File: src/rtl/pin_mon_pkg.sv
// Shared types and constants for the pin change monitor.
package pin_mon_pkg;

  // Width of the saturating drop counter exposed on the drop_cnt port.
  localparam int DROP_CNT_W = 8;

  // Width of the debounce counter; covers DEBOUNCE_CYCLES up to 255.
  localparam int DEB_CNT_W = 8;

  // Debounce controller states.
  typedef enum logic [1:0] {
    INIT,
    IDLE,
    SETTLE
  } state_t;

  // Event record carried through the FIFO. The class wrapper lets the struct
  // take the module's PIN_MAX/TS_W, which a plain package typedef cannot do.
  class evt_types #(parameter int PIN_W = 32, parameter int T_W = 16);
    typedef struct packed {
      logic [PIN_W-1:0] pins;
      logic [PIN_W-1:0] rise;
      logic [PIN_W-1:0] fall;
      logic [T_W-1:0]   ts;
    } evt_t;
  endclass

endpackage

File: src/rtl/pin_mon_fifo.sv
// Synchronous event FIFO with full/empty flags; head visible on rd_data.
module pin_mon_fifo #(
  parameter int WIDTH = 8,
  parameter int DEPTH = 8
) (
  input  logic             clk,
  input  logic             rst,
  input  logic             wr_en,
  input  logic [WIDTH-1:0] wr_data,
  input  logic             rd_en,
  output logic [WIDTH-1:0] rd_data,
  output logic             full,
  output logic             empty
);

  localparam int AW = $clog2(DEPTH);
  localparam int CW = AW + 1;
  localparam logic [CW-1:0] FULL_CNT = CW'(DEPTH);

  logic [WIDTH-1:0] mem [DEPTH];
  logic [AW-1:0]    wr_ptr;
  logic [AW-1:0]    rd_ptr;
  logic [CW-1:0]    count;
  logic             do_wr;
  logic             do_rd;

  // A pop frees a slot on the same edge, so a full FIFO still accepts a write
  // when it is also being read.
  assign do_rd = rd_en && !empty;
  assign do_wr = wr_en && (!full || do_rd);

  // Storage write.
  // NOTE: the array has no reset; contents are only observed through rd_ptr
  // once count says the slot is valid, so clearing it buys nothing.
  always_ff @(posedge clk) begin
    if (do_wr) mem[wr_ptr] <= wr_data;
  end

  // Pointer and occupancy bookkeeping.
  // NOTE: non-blocking assignments keep every register updating from the
  // pre-edge values, independent of statement order.
  always_ff @(posedge clk or posedge rst) begin
    if (rst) begin
      wr_ptr <= '0;
      rd_ptr <= '0;
      count  <= '0;
    end else begin
      if (do_wr) wr_ptr <= wr_ptr + 1'b1;
      if (do_rd) rd_ptr <= rd_ptr + 1'b1;
      case ({do_wr, do_rd})
        2'b10:   count <= count + 1'b1;
        2'b01:   count <= count - 1'b1;
        default: count <= count;
      endcase
    end
  end

  assign full    = (count == FULL_CNT);
  assign empty   = (count == '0);
  assign rd_data = mem[rd_ptr];

endmodule

File: src/rtl/pin_change_monitor.sv
// Debounces an asynchronous pin vector and queues timestamped change events.
module pin_change_monitor
  import pin_mon_pkg::*;
#(
  parameter int PIN_MAX         = 32,
  parameter int DEBOUNCE_CYCLES = 4,
  parameter int FIFO_DEPTH      = 8,
  parameter int TS_W            = 16
) (
  input  logic                  clk,
  input  logic                  rst,
  input  logic [PIN_MAX-1:0]    pins,
  output logic                  evt_valid,
  input  logic                  evt_ready,
  output logic [PIN_MAX-1:0]    evt_pins,
  output logic [PIN_MAX-1:0]    evt_rise,
  output logic [PIN_MAX-1:0]    evt_fall,
  output logic [TS_W-1:0]       evt_ts,
  output logic                  overflow,
  output logic [DROP_CNT_W-1:0] drop_cnt
);

  typedef evt_types#(PIN_MAX, TS_W)::evt_t evt_t;

  localparam logic [DEB_CNT_W-1:0] CNT_LAST = DEB_CNT_W'(DEBOUNCE_CYCLES - 1);

  logic [PIN_MAX-1:0]   sync1, sync, sync_prev;
  logic [PIN_MAX-1:0]   stable, stable_nxt;
  logic [PIN_MAX-1:0]   cand, cand_nxt;
  logic [DEB_CNT_W-1:0] cnt, cnt_nxt;
  logic [TS_W-1:0]      ts;
  state_t               state, state_nxt;
  logic                 push;
  logic                 pop;
  logic                 drop;
  logic                 fifo_full;
  logic                 fifo_empty;
  evt_t                 push_evt;
  evt_t                 head_raw;
  evt_t                 head;

  // Two-flop synchronizer; only sync feeds the rest of the design.
  always_ff @(posedge clk or posedge rst) begin
    if (rst) begin
      sync1 <= '0;
      sync  <= '0;
    end else begin
      sync1 <= pins;
      sync  <= sync1;
    end
  end

  // Free-running timestamp, wraps naturally.
  always_ff @(posedge clk or posedge rst) begin
    if (rst) ts <= '0;
    else     ts <= ts + 1'b1;
  end

  // Debounce state registers.
  always_ff @(posedge clk or posedge rst) begin
    if (rst) begin
      state     <= INIT;
      stable    <= '0;
      cand      <= '0;
      cnt       <= '0;
      sync_prev <= '0;
    end else begin
      state     <= state_nxt;
      stable    <= stable_nxt;
      cand      <= cand_nxt;
      cnt       <= cnt_nxt;
      sync_prev <= sync;
    end
  end

  // Debounce next-state logic and event push decision.
  // NOTE: every output gets a default first so no path leaves one unassigned,
  // which would otherwise infer a latch.
  always_comb begin
    state_nxt  = state;
    stable_nxt = stable;
    cand_nxt   = cand;
    cnt_nxt    = cnt;
    push       = 1'b0;
    unique case (state)
      INIT: begin
        if (sync == sync_prev) begin
          if (cnt == CNT_LAST) begin
            stable_nxt = sync;
            cnt_nxt    = '0;
            state_nxt  = IDLE;
          end else begin
            cnt_nxt = cnt + 1'b1;
          end
        end else begin
          cnt_nxt = '0;
        end
      end
      IDLE: begin
        if (sync != stable) begin
          cand_nxt  = sync;
          cnt_nxt   = '0;
          state_nxt = SETTLE;
        end
      end
      SETTLE: begin
        if (sync == stable) begin
          // Pins went back to the settled value: a glitch, no event.
          cnt_nxt   = '0;
          state_nxt = IDLE;
        end else if (sync != cand) begin
          cand_nxt = sync;
          cnt_nxt  = '0;
        end else if (cnt == CNT_LAST) begin
          stable_nxt = cand;
          cnt_nxt    = '0;
          push       = 1'b1;
          state_nxt  = IDLE;
        end else begin
          cnt_nxt = cnt + 1'b1;
        end
      end
      default: state_nxt = INIT;
    endcase
  end

  assign push_evt.pins = cand;
  assign push_evt.rise = cand & ~stable;
  assign push_evt.fall = ~cand & stable;
  assign push_evt.ts   = ts;

  assign pop  = evt_valid && evt_ready;
  assign drop = push && fifo_full && !pop;

  pin_mon_fifo #(
    .WIDTH ($bits(evt_t)),
    .DEPTH (FIFO_DEPTH)
  ) u_fifo (
    .clk     (clk),
    .rst     (rst),
    .wr_en   (push),
    .wr_data (push_evt),
    .rd_en   (pop),
    .rd_data (head_raw),
    .full    (fifo_full),
    .empty   (fifo_empty)
  );

  // Outputs read as zero whenever nothing is queued, including after reset.
  assign head      = fifo_empty ? '0 : head_raw;
  assign evt_valid = !fifo_empty;
  assign evt_pins  = head.pins;
  assign evt_rise  = head.rise;
  assign evt_fall  = head.fall;
  assign evt_ts    = head.ts;

  // Sticky overflow flag and saturating drop counter.
  always_ff @(posedge clk or posedge rst) begin
    if (rst) begin
      overflow <= 1'b0;
      drop_cnt <= '0;
    end else if (drop) begin
      overflow <= 1'b1;
      if (drop_cnt != '1) drop_cnt <= drop_cnt + 1'b1;
    end
  end

endmodule

File: config.mk
export PLATFORM = sky130hd
export DESIGN_NAME = pin_change_monitor
export DESIGN_NICKNAME = d
export VERILOG_FILES = /design/src/rtl/pin_mon_pkg.sv /design/src/rtl/pin_mon_fifo.sv /design/src/rtl/pin_change_monitor.sv
export SDC_FILE = /design/constraint.sdc
export NUM_CORES = 1
export LEC_CHECK = 0
export ABC_CLOCK_PERIOD_IN_PS = 10500
export CAP_MARGIN = 25
export CELL_PAD_IN_SITES_DETAIL_PLACEMENT = 0
export CELL_PAD_IN_SITES_GLOBAL_PLACEMENT = 1
export CORE_UTILIZATION = 49
export CTS_CLUSTER_SIZE = 16
export DETAILED_ROUTE_END_ITERATION = 10
export GPL_TIMING_DRIVEN = 0
export HOLD_SLACK_MARGIN = 0.08
export PLACE_DENSITY_LB_ADDON = 0.1
export SYNTH_ARGS = -nofsm -noshare
export SYNTH_HDL_FRONTEND = slang
export SYNTH_HIERARCHICAL = 1
export SYNTH_SLANG_ARGS = --single-unit
File: constraint.sdc
create_clock -name clk -period 10.5 [get_ports clk]
set_input_delay 1.05 -clock clk [delete_from_list [all_inputs] [get_ports clk]]
set_output_delay 1.05 -clock clk [all_outputs]
set_load 0.02 [all_outputs]
==> results.yml, run 1 <==
status:
  outcome: "complete, but fails checks"
  failed_checks: "design-rule violations"
layout:
  filler_cell_count: 6476
  regArea_mm2: 0.0320
  layout-area-overhead-vs-synth_pct: 18.2
  multi_input_comb_area_mm2: 0.0112
  post_route_cells_drive_above_1_share_pct: 29.3
  nets: 2501
sta:
  slew-limit-headroom_pct: 30.7
  layout_min_cycle_time_ns: 5.71
  timing.final.max_slew_violations: 0
  clock_skew_ns: 0.0295
  fin_crit_sh_pct: 54.3
  rsz_0062_raised_after_global_routing: "false"
  max_freq_ghz: 0.175
  worst_slew_pin_slew_ns: 1.03
  setup_total_negative_slack_ns: 0
  hold_violations: 0
  setup_viol: 0
pwr:
  leakagePower_uw: 0.0205
  power.internal_uw: 7780
  netSwitchingPower_uw: 2650
  power.share.switching_pct: 25.4
  comb_power_share_pct: 15.5
  post-layout-total-power_uw: 10400
  p_seq_share_pct: 45.4
  powerDensity_mw_per_mm2: 201
  power_frac_clock_pct: 39.1
  ir_drop_mv: 0.127
route:
  post_detailed_routing_wire_length_um: 103000
  wl_per_cell_um: 27.8
  drt_iter0_drc: 1798
  route.antenna.remaining_nets: 0
  detail_route.drc_violations: 26
  post_drt_via_cell_ratio: 5.66
  route.vias.total: 21000
  drt_pass1_iterations: 8
yosys:
  synth_nets: 2169
  number_of_enable_type_register_cells_in_the_synthesized_netlist: 896
  synth.distinct_cells: 53
  yosys_warnings: 6
  synth_seq_cells: 1101
  mappedNetlistArea_mm2: 0.0438
  top_cells_by_area_in_the_synthesized_netlist: "sky130_fd_sc_hd__edfxtp_1, sky130_fd_sc_hd__dfrtp_1, sky130_fd_sc_hd__mux4_2"
  area_leader_netlist: "sky130_fd_sc_hd__edfxtp_1"
  synth_async_sr_flop_share_pct: 18.6
  syn-instance-count: 2122
  synth.top_cell.area_share_pct: 61.4
  synth_top_flop_cell: "sky130_fd_sc_hd__edfxtp_1"
  avgSynthCellArea_um2: 20.7
  synth-seq-area-share_pct: 73.1
worst_setup_path:
  family_with_the_most_delay_on_the_worst_path: "buffers and inverters"
  setup.worst_path.start_class: "register"
  arrival_ns: 4.66
  cp_slowest_stage_delay_ns: 0.76
  required_ns: 9.45
  worstSetupPathType: "reg2out"
  cp.buffers_inverters: 4
  cp_max_fo: 10
  crit_path_end_kind: "output pin"
  cpMaxStageDelayCell: "sky130_fd_sc_hd__clkbuf_1"
  crit_path_cell_trace: "or3_1 -> buf_2 -> nor2_2 -> clkbuf_2 -> clkbuf_1 -> nor2b_1 -> clkdlybuf4s50_1"
clocking:
  cts_tree: "built"
  cts_hold_buffers: 0
  cts.root.buffer_cell: "sky130_fd_sc_hd__clkbuf_16"
  clock_insertion_delay_worst_skew_ns: 0.67
  cts_htree_levels: 3
  clockBufferDepth: 3
  cts_post_setup_buffers_inserted: 0
  cts_repair_resize_count: 0
  cts.sink_count: 1101
  cts_made_buffers: 110
  worst_setup_hold_path_clk_slew_ns: 0.06
hold_path:
  worst_hold_path_type: "reg2reg"
floorplanning:
  pin_count: 157
  floorplan.core_area_mm2: 0.0885
  fp.dieArea_mm2: 0.0906
  die_height_um: 301
  row_count: 109
  initial_core_util_pct: 49.5
  die-width_um: 301
global_routing:
  grt_remaining_overflow: 0
  maximum_number_of_pins_on_one_net_before_global_route_repair: 108
  via_count_of_the_first_global_routing_pass: 22100
  first_pass_grt_wire_length_um: 151000
  grt_antenna_before_repair: 4
  grt_use_total_pct: 23.4
placement:
  finalWeightedCongestion: 0.818
  place_hpwl_um: 68200
  portBuffers: 156
run:
  maxCapViolCount: 0
## metrics by stage
stage / instances / hold WS, ns / cell area [µm²] / setup WS, ns / utilization [%]
5_1_grt: 3713 / 0.342 / 51800 / 4.73 / 58.5
3_5_place_dp: 3506 / 0.335 / 48000 / 5.34 / 54.2
2_1_floorplan: 2122 / 0.331 / 43800 / 0.206 / -
6_report: 3716 / 0.342 / 51800 / 4.79 / 58.5
4_1_cts: 3712 / 0.343 / 51800 / 4.67 / 58.5
3_3_place_gp: 3443 / 0.336 / 46800 / -9.13 / 52.9
## Yosys cell counts (all sizes together) (2+ instances only)
cell,number
inv,23
a21boi,6
nor4,14
nand4,26
mux4,224
buf,57
a21oi,4
mux2i,3
edfxtp,896
or2,3
nand2b,6
nor2,16
o21ai,6
dfrtp,205
o21a,2
xor2,39
nor2b,176
nor3,6
o22ai,7
and2,2
and3,6
clkbuf,30
xnor2,83
nand3,19
nand2,23
mux2,213
or3,3
ha,11
## routing by layer
metal	routed length, µm	share of wire, %	vias to the layer above	track usage, %
li1	-	-	9096	-
met1	45900	44	11300	34.0
met2	50800	49	554	38.0
met3	4960	4.8	103	3.34
met4	1590	1.5	0	4.65
met5	0	0	-	0
## sequential cells by signal, summed over array words and instances, names as in the netlist, 2 cells and up
register / count
u_fifo/mem: 896
cand: 32
stable: 32
sync1: 32
sync: 32
sync_prev: 32
ts: 16
cnt: 8
drop_cnt: 8
u_fifo/count: 4
u_fifo/rd_ptr: 3
u_fifo/wr_ptr: 3
state: 2
## final timing paths
kind	from	to	slack, ns	cells after the start
setup / recovery	u_fifo/count[0]	evt_pins[10]	4.79	7
hold reg to reg	sync1[22]	sync[22]	0.34	0
max in group asynchronous	rst	cand[18]	8.59	3
min in group asynchronous	rst	u_fifo/count[1]	0.89	2
hold / removal	sync1[22]	sync[22]	0.34	0
setup reg to reg	cand[1]	u_fifo/mem[1][64]	5.34	14
## cell families after synthesis
family / share of synthesized area (%)
compound gates: 0.657
xor+xnor: 2.44
fa+ha+maj: 0.360
buf+inv: 1.52
flops: 73.1
mux: 17.8
simple gates: 4.17
## cell type report
| type | count | share of cell area, % |
|---|---|---|
| antenna | 3 | 0.0145 |
| buffer | 87 | 1.13 |
| clock buffer | 145 | 5.84 |
| clock inverter | 61 | 1.49 |
| inverter | 23 | 0.181 |
| multi-input combinational | 911 | 21.6 |
| sequential | 1101 | 61.8 |
| tap | 1165 | 2.81 |
| timing repair buffer | 220 | 5.11 |
## power by group through the flow
stage	combinational [µW]	clock [µW]	sequential, µW
2_1_floorplan	1080	0	4810
4_1_cts	1660	4160	4730
3_5_place_dp	1650	0	4820
6_report	1610	4080	4730
5_1_grt	1720	4320	4730
3_3_place_gp	1640	0	4820
## cell usage in the layout, fill, tap and decap left out, types with 4 or more instances in the layout
cell | Yosys | final
sky130_fd_sc_hd__edfxtp_1 | 896 | 896
sky130_fd_sc_hd__mux4_2 | 224 | 224
sky130_fd_sc_hd__dfrtp_1 | 205 | 205
sky130_fd_sc_hd__nor2b_1 | 176 | 176
sky130_fd_sc_hd__clkdlybuf4s50_1 | 0 | 156
sky130_fd_sc_hd__mux2_2 | 129 | 129
sky130_fd_sc_hd__clkbuf_16 | 0 | 113
sky130_fd_sc_hd__xnor2_1 | 83 | 83
sky130_fd_sc_hd__mux2_4 | 83 | 83
sky130_fd_sc_hd__clkbuf_1 | 30 | 53
sky130_fd_sc_hd__xor2_1 | 39 | 39
sky130_fd_sc_hd__buf_6 | 11 | 36
sky130_fd_sc_hd__buf_2 | 32 | 32
sky130_fd_sc_hd__buf_12 | 4 | 27
sky130_fd_sc_hd__nand4_1 | 26 | 26
sky130_fd_sc_hd__clkinv_2 | 0 | 23
sky130_fd_sc_hd__inv_1 | 23 | 22
sky130_fd_sc_hd__nand2_1 | 21 | 21
sky130_fd_sc_hd__nand3_1 | 19 | 19
sky130_fd_sc_hd__bufinv_16 | 0 | 18
sky130_fd_sc_hd__clkinv_1 | 0 | 14
sky130_fd_sc_hd__ha_1 | 11 | 11
sky130_fd_sc_hd__nor4_1 | 10 | 10
sky130_fd_sc_hd__buf_16 | 0 | 10
sky130_fd_sc_hd__nor2_1 | 16 | 9
sky130_fd_sc_hd__buf_8 | 6 | 9
sky130_fd_sc_hd__clkbuf_8 | 0 | 8
sky130_fd_sc_hd__o22ai_1 | 7 | 7
sky130_fd_sc_hd__nand2b_1 | 6 | 6
sky130_fd_sc_hd__and3_1 | 6 | 6
sky130_fd_sc_hd__a21boi_0 | 6 | 6
sky130_fd_sc_hd__nor2_4 | 0 | 6
sky130_fd_sc_hd__a21oi_1 | 4 | 4
sky130_fd_sc_hd__buf_1 | 4 | 4
No activity file was read; power rests on OpenSTA's default activity.
==> inputs of run 2 (changes only) <==
--- a/config.mk
+++ b/config.mk
@@ -5,7 +5,7 @@
 export SDC_FILE = /design/constraint.sdc
 export NUM_CORES = 1
 export LEC_CHECK = 0
-export ABC_CLOCK_PERIOD_IN_PS = 10500
+export ABC_CLOCK_PERIOD_IN_PS = 5200
 export CAP_MARGIN = 25
 export CELL_PAD_IN_SITES_DETAIL_PLACEMENT = 0
 export CELL_PAD_IN_SITES_GLOBAL_PLACEMENT = 1
==> constraint.sdc (replaced) <==
create_clock -name clk -period 5.2 [get_ports clk]
set_input_delay 0.52 -clock clk [delete_from_list [all_inputs] [get_ports clk]]
set_output_delay 0.52 -clock clk [all_outputs]
set_load 0.02 [all_outputs]
==> run 2 against run 1 <==
Compared with the run above:
- the run still ends with design-rule violations left
- design area decreased by 0.13%
- sequential share of layout area up 0.079 points
- largest power group unchanged
- register-to-register slack worse by 5.0 ns
- critical endpoint is now u_fifo/mem[0][16]
- sequential cell count stayed put
==> results.yml, run 2 (synthesized netlist as in run 1, its figures left out) <==
worst_setup_path:
  cp.buffers_inverters: 5
  critPathLaunch: "cand[1]"
  crit_end: "u_fifo/mem[0][16]"
  required_ns: 5.56
  family_with_the_most_delay_on_the_worst_path: "simple AND/OR/NAND/NOR gates"
  cp_max_fo: 14
  reg2reg_setup_slack_ns: 0.36
  regToRegStartpoint: "cand[1]"
  crit_path_cell_trace: "xnor2_1 -> nand4_1 -> nor4_4 -> nand3_1 -> nor2_1 -> clkbuf_1 -> o21a_1 -> nand2b_1 -> nor3_4 -> buf_16 -> buf_8 -> buf_8 -> buf_8"
  cp_slowest_stage_delay_ns: 0.88
  worstSetupPathType: "reg2reg"
  r2r_end: "u_fifo/mem[0][16]"
  arrival_ns: 5.21
  critical-path-top-cell-by-count: "sky130_fd_sc_hd__buf_8"
  cpMaxStageDelayCell: "sky130_fd_sc_hd__nor3_4"
  setup.worst_path.start_class: "register"
  crit_path_end_kind: "register"
  reg2regPathDepth: 13
  critical_path_cell_count: 13
clocking:
  cts.sink_count: 1101
  clock_insertion_delay_worst_skew_ns: 0.68
  cts_post_setup_buffers_inserted: 0
  cts_htree_levels: 3
  cts_hold_buffers: 0
  cts_tree: "built"
  worst_setup_hold_path_clk_slew_ns: 0.06
  cts.root.buffer_cell: "sky130_fd_sc_hd__clkbuf_16"
  cts_made_buffers: 110
  cts_repair_resize_count: 0
  clockBufferDepth: 3
route:
  drt_pass1_iterations: 8
  wl_per_cell_um: 27.4
  post_detailed_routing_wire_length_um: 102000
  detail_route.drc_violations: 28
  route.antenna.remaining_nets: 0
  drt_iter0_drc: 1564
  route.vias.total: 20900
  post_drt_via_cell_ratio: 5.63
placement:
  place_hpwl_um: 68000
  finalWeightedCongestion: 0.798
  preCtsSetupSlack_ns: 0.369
  portBuffers: 156
layout:
  final_cell_mix: "sky130_fd_sc_hd__edfxtp_1, sky130_fd_sc_hd__mux4_2, sky130_fd_sc_hd__dfrtp_1, sky130_fd_sc_hd__nor2b_1, sky130_fd_sc_hd__clkdlybuf4s50_1"
  multi_input_comb_area_mm2: 0.0112
  post_route_cells_drive_above_1_share_pct: 29.0
  nets: 2494
  largest_register: "u_fifo/mem"
  layout-area-overhead-vs-synth_pct: 18.1
  filler_cell_count: 6490
  regArea_mm2: 0.0320
  mostFrequentLayoutCell: "sky130_fd_sc_hd__edfxtp_1"
  largest_register_ffs: 896
sta:
  slew-limit-headroom_pct: 28.6
  fin_ws_ns: 0.359
  timing.final.max_slew_violations: 0
  worst_slew_pin_slew_ns: 1.07
  hold_violations: 0
  max_freq_ghz: 0.207
  setup_viol: 0
  rsz_0062_raised_after_global_routing: "false"
  clock_skew_ns: 0.0229
  fin_crit_sh_pct: 93.1
  finalHoldWorstSlack_ns: 0.202
  layout_min_cycle_time_ns: 4.84
global_routing:
  grt_remaining_overflow: 0
  grt_antenna_before_repair: 2
  first_pass_grt_wire_length_um: 148000
  grt_use_total_pct: 23.0
  via_count_of_the_first_global_routing_pass: 22000
  maximum_number_of_pins_on_one_net_before_global_route_repair: 41
floorplanning:
  die-width_um: 301
  row_count: 109
  floorplan.core_area_mm2: 0.0885
  pin_count: 157
  die_height_um: 301
  fp.dieArea_mm2: 0.0906
  initial_core_util_pct: 49.5
pwr:
  post-layout-total-power_uw: 20600
  powerDensity_mw_per_mm2: 397
  leakagePower_uw: 0.0204
  ir_drop_mv: 0.316
run:
  maxCapViolCount: 0
status:
  outcome: "complete, but fails checks"
  failed_checks: "design-rule violations"
hold_path:
  worst_hold_path_type: "in2async"
-- run 2: changes by cell type in the layout (fill, tap and decap cells not counted), moves of 4 or more --
cell                         previous run  this run
sky130_fd_sc_hd__buf_16                10        21
sky130_fd_sc_hd__buf_6                 36        11
sky130_fd_sc_hd__buf_8                  9        15
sky130_fd_sc_hd__bufinv_16             18        10
sky130_fd_sc_hd__clkbuf_1              53        48
sky130_fd_sc_hd__clkbuf_8               8         4
sky130_fd_sc_hd__clkinv_1              14        23
sky130_fd_sc_hd__clkinvlp_4             2        13
-- run 2: how the worst min path moves through the flow --
stage | from | to | slack [ns]
4_1_cts | rst | sync1[26] | 0.18
2_1_floorplan | sync1[0] | sync[0] | 0.33
6_report | rst | sync1[26] | 0.20
3_5_place_dp | sync1[6] | sync[6] | 0.34
5_1_grt | rst | sync1[26] | 0.21
3_3_place_gp | sync1[0] | sync[0] | 0.34
-- run 2: metal layers --
layer	track usage, %	vias up	wire (µm)
met2	37.2	544	50100
li1	-	9078	-
met3	3.68	121	4680
met4	5.41	2	1850
met5	0	-	12
met1	33.0	11100	45100
-- run 2: cell type report --
class | count | share of cell area, %
antenna | 1 | 0.00484
buffer | 87 | 1.13
clock buffer | 135 | 5.66
clock inverter | 72 | 1.25
inverter | 23 | 0.174
multi-input combinational | 911 | 21.6
sequential | 1101 | 61.9
tap | 1165 | 2.82
timing repair buffer | 213 | 5.42
-- run 2: stage by stage --
step	instance area [µm²]	instances	util (%)	setup TNS [ns]
after detailed placement	48200	3499	54.4	0
final	51700	3708	58.5	0
after CTS	51700	3706	58.4	0
after floorplan	43900	2122	-	-16.46
after global routing	51700	3707	58.5	0
after global placement	46900	3443	53.0	-1933.92
-- run 2: power by group --
group          internal (µW)  switching, µW  total, µW
clock network           4500           3310       7800
logic                   1240           1960       3200
registers               9480           70.4       9550
